`src/rtl/disp_scan_ctrl.sv`:
```
// disp_scan_ctrl: time-multiplexed scan controller for a 4-digit
// seven-segment display fed through an external 4:1 nibble multiplexer.
//
// Ports:
//   clk         system clock
//   reset       synchronous, active-high reset
//   en          scan enable; 0 forces the display dark
//   digit_in    nibble returned by the external mux for the current sel
//   blank_mask  bit i=1 keeps digit i dark (sampled at frame start)
//   dp_mask     bit i=1 lights the decimal point of digit i (frame start)
//   sel         registered mux select / current digit index
//   an          anode enables, active low, bit i = digit i
//   seg         {g,f,e,d,c,b,a}, active low, registered
//   dp          decimal point, active low, registered
//   frame_tick  one-cycle pulse after each complete 4-digit frame
module disp_scan_ctrl #(
    parameter int PRESCALE     = 50000,
    parameter int BLANK_CYCLES = 500,
    parameter int CNT_W        = 16
) (
    input  logic       clk,
    input  logic       reset,
    input  logic       en,
    input  logic [3:0] digit_in,
    input  logic [3:0] blank_mask,
    input  logic [3:0] dp_mask,
    output logic [1:0] sel,
    output logic [3:0] an,
    output logic [6:0] seg,
    output logic       dp,
    output logic       frame_tick
);

    typedef enum logic [1:0] {
        S_IDLE  = 2'd0,
        S_BLANK = 2'd1,
        S_SHOW  = 2'd2
    } state_t;

    localparam logic [CNT_W-1:0] BLANK_LAST =
        CNT_W'(BLANK_CYCLES - 1);
    localparam logic [CNT_W-1:0] SHOW_LAST =
        CNT_W'(PRESCALE - BLANK_CYCLES - 1);
    localparam logic [CNT_W-1:0] CNT_ONE = CNT_W'(1);

    state_t           state_q, state_d;
    logic [1:0]       idx_q, idx_d;
    logic [CNT_W-1:0] cnt_q, cnt_d;
    logic [3:0]       mask_q, mask_d;
    logic [3:0]       dpm_q, dpm_d;
    logic [1:0]       sel_q, sel_d;
    logic [3:0]       an_q, an_d;
    logic [6:0]       seg_q, seg_d;
    logic             dp_q, dp_d;
    logic             tick_q, tick_d;

    function automatic logic [6:0] decode(input logic [3:0] n);
        logic [6:0] s;
        unique case (n)
            4'h0: s = 7'b1000000;
            4'h1: s = 7'b1111001;
            4'h2: s = 7'b0100100;
            4'h3: s = 7'b0110000;
            4'h4: s = 7'b0011001;
            4'h5: s = 7'b0010010;
            4'h6: s = 7'b0000010;
            4'h7: s = 7'b1111000;
            4'h8: s = 7'b0000000;
            4'h9: s = 7'b0010000;
            4'hA: s = 7'b0001000;
            4'hB: s = 7'b0000011;
            4'hC: s = 7'b1000110;
            4'hD: s = 7'b0100001;
            4'hE: s = 7'b0000110;
            default: s = 7'b0001110;
        endcase
        return s;
    endfunction

    always_comb begin
        state_d = state_q;
        idx_d   = idx_q;
        cnt_d   = cnt_q;
        mask_d  = mask_q;
        dpm_d   = dpm_q;
        seg_d   = seg_q;
        dp_d    = dp_q;
        tick_d  = 1'b0;

        unique case (state_q)
            S_IDLE: begin
                idx_d = 2'd0;
                cnt_d = '0;
                seg_d = 7'h7F;
                dp_d  = 1'b1;
                if (en) begin
                    state_d = S_BLANK;
                end
            end
            S_BLANK: begin
                // First blank cycle of digit 0 is the frame boundary.
                if (idx_q == 2'd0 && cnt_q == '0) begin
                    mask_d = blank_mask;
                    dpm_d  = dp_mask;
                end
                if (cnt_q == BLANK_LAST) begin
                    // dpm_d so a one-cycle blank still sees this frame's mask
                    seg_d   = decode(digit_in);
                    dp_d    = ~dpm_d[idx_q];
                    state_d = S_SHOW;
                    cnt_d   = '0;
                end else begin
                    cnt_d = cnt_q + CNT_ONE;
                end
            end
            S_SHOW: begin
                if (cnt_q == SHOW_LAST) begin
                    idx_d   = idx_q + 2'd1;
                    cnt_d   = '0;
                    state_d = S_BLANK;
                    tick_d  = (idx_q == 2'd3);
                end else begin
                    cnt_d = cnt_q + CNT_ONE;
                end
            end
            default: begin
                state_d = S_IDLE;
                idx_d   = 2'd0;
                cnt_d   = '0;
            end
        endcase

        // Dropping enable discards any partial frame.
        if (!en) begin
            state_d = S_IDLE;
            idx_d   = 2'd0;
            cnt_d   = '0;
            seg_d   = 7'h7F;
            dp_d    = 1'b1;
            tick_d  = 1'b0;
        end

        sel_d = idx_d;

        // Anodes derive from next state so they change with the digit.
        an_d = 4'hF;
        if (state_d == S_SHOW && !mask_d[idx_d]) begin
            an_d[idx_d] = 1'b0;
        end
    end

    always_ff @(posedge clk) begin
        if (reset) begin
            state_q <= S_IDLE;
            idx_q   <= 2'd0;
            cnt_q   <= '0;
            mask_q  <= 4'h0;
            dpm_q   <= 4'h0;
            sel_q   <= 2'd0;
            an_q    <= 4'hF;
            seg_q   <= 7'h7F;
            dp_q    <= 1'b1;
            tick_q  <= 1'b0;
        end else begin
            state_q <= state_d;
            idx_q   <= idx_d;
            cnt_q   <= cnt_d;
            mask_q  <= mask_d;
            dpm_q   <= dpm_d;
            sel_q   <= sel_d;
            an_q    <= an_d;
            seg_q   <= seg_d;
            dp_q    <= dp_d;
            tick_q  <= tick_d;
        end
    end

    assign sel        = sel_q;
    assign an         = an_q;
    assign seg        = seg_q;
    assign dp         = dp_q;
    assign frame_tick = tick_q;

endmodule

```
`config.mk`:
```
export PLATFORM = sky130hd
export DESIGN_NAME = disp_scan_ctrl
export DESIGN_NICKNAME = d
export VERILOG_FILES = /design/src/rtl/disp_scan_ctrl.sv
export SDC_FILE = /design/constraint.sdc
export NUM_CORES = 1
export LEC_CHECK = 0
export ABC_AREA = 1
export BUFFER_PORTS_ARGS = -buffer_cell sky130_fd_sc_hd__buf_2
export CAP_MARGIN = 0
export CORE_ASPECT_RATIO = 0.9
export CORE_MARGIN = 4
export CORE_UTILIZATION = 25
export CTS_BUF_LIST = sky130_fd_sc_hd__clkbuf_4
export CTS_CLUSTER_SIZE = 25
export DETAILED_ROUTE_END_ITERATION = 12
export GPL_ROUTABILITY_DRIVEN = 0
export PLACE_DENSITY_LB_ADDON = 0.05
export SLEW_MARGIN = 10
export SYNTH_ARGS = -nofsm -noshare
export SYNTH_HDL_FRONTEND = slang
export SYNTH_SLANG_ARGS = --single-unit
```
`constraint.sdc`:
```
create_clock -name clk -period 4.1 [get_ports clk]
set_clock_uncertainty 0.2 [all_clocks]
set_input_delay 0.41 -clock clk [delete_from_list [all_inputs] [get_ports clk]]
set_output_delay 0.41 -clock clk [all_outputs]
set_load 0.03 [all_outputs]
```
# Word level (Yosys, flattened, before mapping)
# Memory sizes are Yosys's and may differ from the RTL's.
# Index checks and enable logic that the tools add are counted.
# totals
elab_cells	64
mem_bits_ro	112
reg_bits	41
output_inout_bits	15
input_bits	15
mem_count	1
# memory_table
name	depth	word_bits	read_ports	rd_clocked_by_memory_dff	wr	line_no	source
(no name shown)	16	7	1	0	0	59	unique case (n)
# op_classes
magnitude_cmp	3
reduce_logical	12
n_mux	24
bitwise	6
n_eq_ne	7
n_addsub	2
# ops
op	n
16-bit 2-to-1 mux	2
16-bit one-hot mux with 2 select lines	1
16-bit by 1-bit adder with 16-bit output, second input constant	1
16-bit == test, second input constant	1
16-bit by 9-bit == test with 1-bit output, second input constant	1
16-bit logical NOT	1
4-bit 2-to-1 mux	4
7-bit one-hot mux with 2 select lines	1
2-bit 2-to-1 mux	5
7-bit 2-to-1 mux	1
2-bit == test, second input constant	3
2-bit by 3-bit < comparator with 1-bit output, second input constant	2
2-bit one-hot mux with 3 select lines	1
1-bit inverter	5
1-bit binary-select mux with 2-bit select	2
2-bit logical NOT	2
1-bit 2-to-1 mux	4
4-bit inverter	1
2-bit one-hot mux with 2 select lines	1
2-bit OR reduction	2
4-bit OR reduction	1
1-bit logical AND	3
2-bit by 1-bit adder with 2-bit output, second input constant	1
1-bit demux with 2-bit select	1
other kinds (7)	7

# Longest topological paths before layout
# logic_depth
word_depth	10
depth_mapped	14
mapped_depth_nobuf	14

# Worst setup path after synthesis
# OpenSTA, ideal clock, no wires.
# synth_path
path_kind	register -> register
startpoint	reg, netlist name sel[0]
endpoint	reg an_q[0] (netlist: an[0])
path_buffers	0
period_less_slack_ps	2061
path_stages_with_launch	13
setup_time_ps	122
arrival_time_ps	1739
slack_ps	2039
required_time_ps	3778
cell_sequence	dfxtp_1 -> inv_1 -> ha_1 -> nand3_1 -> nor2_4 -> nand3_2 -> clkinv_1 -> nand2_1 -> o21ai_0 -> nand3_1 -> nand2_2 -> nor2_4 -> nand3_1
# synth_lines
item	line_no	source
to (signal assigned)	171	an_q <= an_d;
to (decl)	52	logic [3:0] an_q, an_d;

==> impl_metrics.py <==
metrics = {
    "global_route": {
        "grtUsageTotal": 0.1112,
        "overflow": 0,
        "grt_max_degree": 14,
        "grt_pass1_vias": 2036,
        "antenna_found_initial": 0,
        "grt_pass1_wl_um": 9749,
    },
    "finish": {
        "diodes": 0,
        "syn_to_final_growth_pct": 14.71,
        "final_util": 0.2948,
        "regArea_sq_um": 820.8,
        "design_area_sq_um": 2703,
        "final_common_cell": "nand2_1",
        "final_cell_mix": "66 x nand2_1, 49 x nor2_1, 41 x dfxtp_1, 37 x inv_1, 31 x nand3_1",
        "fill_cells": 1052,
        "final_nets": 397,
        "drive_above_1_share": 0.1870,
        "multi_input_area_sq_um": 1333,
    },
    "sta": {
        "rsz0062_at_grt": "no",
        "finalCritPeriodShare": 0.5644,
        "slew_headroom": 0.5540,
        "whs_ns": 0.09410,
        "tightest_slew_ns": 0.6665,
        "slew_viol_final": 0,
        "period_needed_ns": 2.314,
        "fin_ws_ns": 1.786,
        "hold_viol": 0,
        "timing.fmax_mhz": 432.2,
        "finalSetupViolations": 0,
        "tns_ns": 0,
    },
    "worst_setup_path": {
        "rr_worst_depth": 12,
        "cp-startpoint": "sel[1]",
        "reg2reg_to": "an[3]",
        "rr_startpoint": "sel[1]",
        "cp.arrival_ns": 2.35,
        "cp.required_ns": 4.13,
        "worstSetupEndpoint": "an[3]",
        "crit_fanout": 11,
        "critPathLaunchType": "register",
        "crit_type": "register to register",
        "end_kind": "register",
        "reg2reg_slack_ns": 1.79,
    },
    "floorplan": {
        "die_x_um": 110.3,
        "fp-row-count": 33,
        "fp.dieArea_sq_um": 11040,
        "initial_core_util": 0.2570,
        "ioPinCount": 30,
        "core_sq_um": 9166,
        "die_h_um": 100.1,
    },
    "run": {
        "max_cap_viol_count": 0,
    },
    "power": {
        "p_sw_frac": 0.2501,
        "peakVddDrop_v": 0.0001209,
        "power_frac_clock": 0.355,
        "p_seq_frac": 0.543,
        "intPower_mw": 0.5663,
        "power_frac_comb": 0.103,
        "switchingPower_mw": 0.1889,
        "p_per_area_nw_per_um2": 279.4,
        "leakagePower_nw": 1.129,
    },
    "detailed_routing": {
        "via_count": 2109,
        "dr.pass1.iters": 4,
        "vias_per_cell": 4.295,
        "routedWlPerCell_um": 11.57,
        "post-route-drc-count": 0,
        "drt_wl_total_um": 5682,
        "ant_nets": 0,
        "detail_route.iter0.violations": 102,
    },
    "logic_synthesis": {
        "syn_area_per_cell_sq_um": 6.991,
        "ys_seq_elements": 41,
        "syn_inst": 337,
        "yosys_warnings": 0,
        "yosysSeqAreaShare": 0.3484,
        "synth.distinct_cells": 38,
        "syn_nets": 366,
        "synth_area_sq_um": 2356,
    },
    "cts": {
        "post_cts_buffers": 0,
        "cts_inserted_buffers": 5,
        "insertion_delay_ns": 0.35,
        "clockRootBuffer": "clkbuf_4",
        "cts_buffer_depth": 2,
        "hold_buffers": 0,
        "cts_resized": 0,
        "cts_tree": "done",
        "clk_pin_slew_ns": 0.13,
        "cts.sinks": 41,
        "cts_max_level": 2,
    },
    "status": {
        "status": "finished, final reports clean",
    },
    "hold_path": {
        "hold_class": "input pin to register",
    },
    "place": {
        "dp_worst_setup_slack_ns": 1.792,
        "place_area_sq_um": 2624,
        "dp_hpwl_um": 4504,
        "port_buffers": 29,
    },
}
==> layer usage <==
| layer | share of wire | vias up | global-route usage | wire [um] |
|---|---|---|---|---|
| met4 | 0.0093 | 0 | 0.02841 | 53 |
| met2 | 0.42 | 27 | 0.1665 | 2378 |
| met3 | 0.035 | 5 | 0.02637 | 200 |
| met1 | 0.54 | 930 | 0.1602 | 3049 |
| li1 | - | 1147 | - | - |
| met5 | 0 | - | 0 | 0 |
==> power groups by stage <==
stage	Combinational [mW]	Sequential, mW	Clock (mW)
global route	0.0903	0.411	0.301
finish	0.0775	0.410	0.268
global placement	0.0799	0.419	0
CTS	0.0791	0.410	0.285
floorplan	0.0496	0.424	0
detailed placement	0.0787	0.419	0
==> synth_stat cells <==
cell / count / area share
a21oi_2: 1 / 0.0037
a311oi_1: 1 / 0.0037
buf_6: 1 / 0.0048
nor3b_2: 1 / 0.0053
nand3_2: 4 / 0.017
nand2_1: 66 / 0.11
nor3_1: 4 / 0.0085
nand2_2: 4 / 0.011
or2_2: 1 / 0.0027
nor3_2: 2 / 0.0085
o22ai_1: 2 / 0.0053
o21ai_2: 1 / 0.0037
inv_1: 37 / 0.059
nand2_4: 1 / 0.0048
nor2_2: 7 / 0.019
a21oi_1: 17 / 0.036
buf_4: 1 / 0.0032
nor2_4: 3 / 0.014
clkinv_1: 2 / 0.0032
o2111ai_1: 1 / 0.0037
xor2_1: 3 / 0.011
nand3b_1: 1 / 0.0032
a211oi_1: 1 / 0.0032
nand3_1: 31 / 0.066
a31oi_1: 2 / 0.0053
nor3b_1: 1 / 0.0032
nor3_4: 1 / 0.0069
o21ai_0: 17 / 0.036
and3_1: 1 / 0.0027
nand4_1: 3 / 0.0080
o21ai_1: 1 / 0.0021
ha_1: 14 / 0.074
clkbuf_1: 3 / 0.0048
nor2_1: 49 / 0.078
xnor2_1: 2 / 0.0074
o211ai_1: 2 / 0.0064
dfxtp_1: 41 / 0.35
inv_2: 7 / 0.011
==> worst max-delay path, stage by stage (launching register included) <==
cell and delay [ns]:
dfxtp_1 0.49, inv_1 0.15, ha_1 0.21, nand3_1 0.13
nor2_4 0.07, nand3_2 0.19, clkinv_1 0.19, nand2_1 0.08
o21ai_0 0.11, nand3_1 0.12, nand2_2 0.06, nor2_4 0.11
nand3_1 0.08
==> cell families (layout without fill, tap and decap cells) <==
group	Yosys count	after routing	synth area share
compound gates	46	46	0.1094
xor+xnor	5	5	0.01859
fa+ha+maj	14	14	0.07435
simple gates	180	180	0.3633
flops	41	41	0.3484
buf+inv	51	83	0.08604
==> how the worst min path moves through the flow <==
stage                     slack, ns        from  depth (start not counted)        to
final                          0.09  dp_mask[3]                          3  dpm_q[3]
after global routing           0.11  dp_mask[3]                          3  dpm_q[3]
after CTS                      0.07  dp_mask[3]                          3  dpm_q[3]
after detailed placement       0.24    dpm_q[1]                          2  dpm_q[1]
after global placement         0.24    dpm_q[0]                          2  dpm_q[0]
after floorplan                0.22    dpm_q[0]                          2  dpm_q[0]
==> stage by stage <==
step	power (mW)	std cells
after global routing	0.8029	491
after CTS	0.7745	491
after detailed placement	0.4975	483
after global placement	0.4989	483
final	0.7552	491
after floorplan	0.4733	337
==> sequential cells by signal, indices dropped and copies added (netlist names) <==
register / cells
dpm_q: 4
an: 4
frame_tick: 1
state_q: 2
cnt_q: 16
seg: 7
dp: 1
mask_q: 4
sel: 2
==> final cells by class <==
class	instances	share of cell area
inverter	46	0.06389
clock inverter	2	0.01250
tap	122	0.05648
clock buffer	6	0.01667
multi-input combinational	245	0.4931
timing repair buffer	29	0.05370
sequential	41	0.3037
Power figures use the tool's default switching activity.
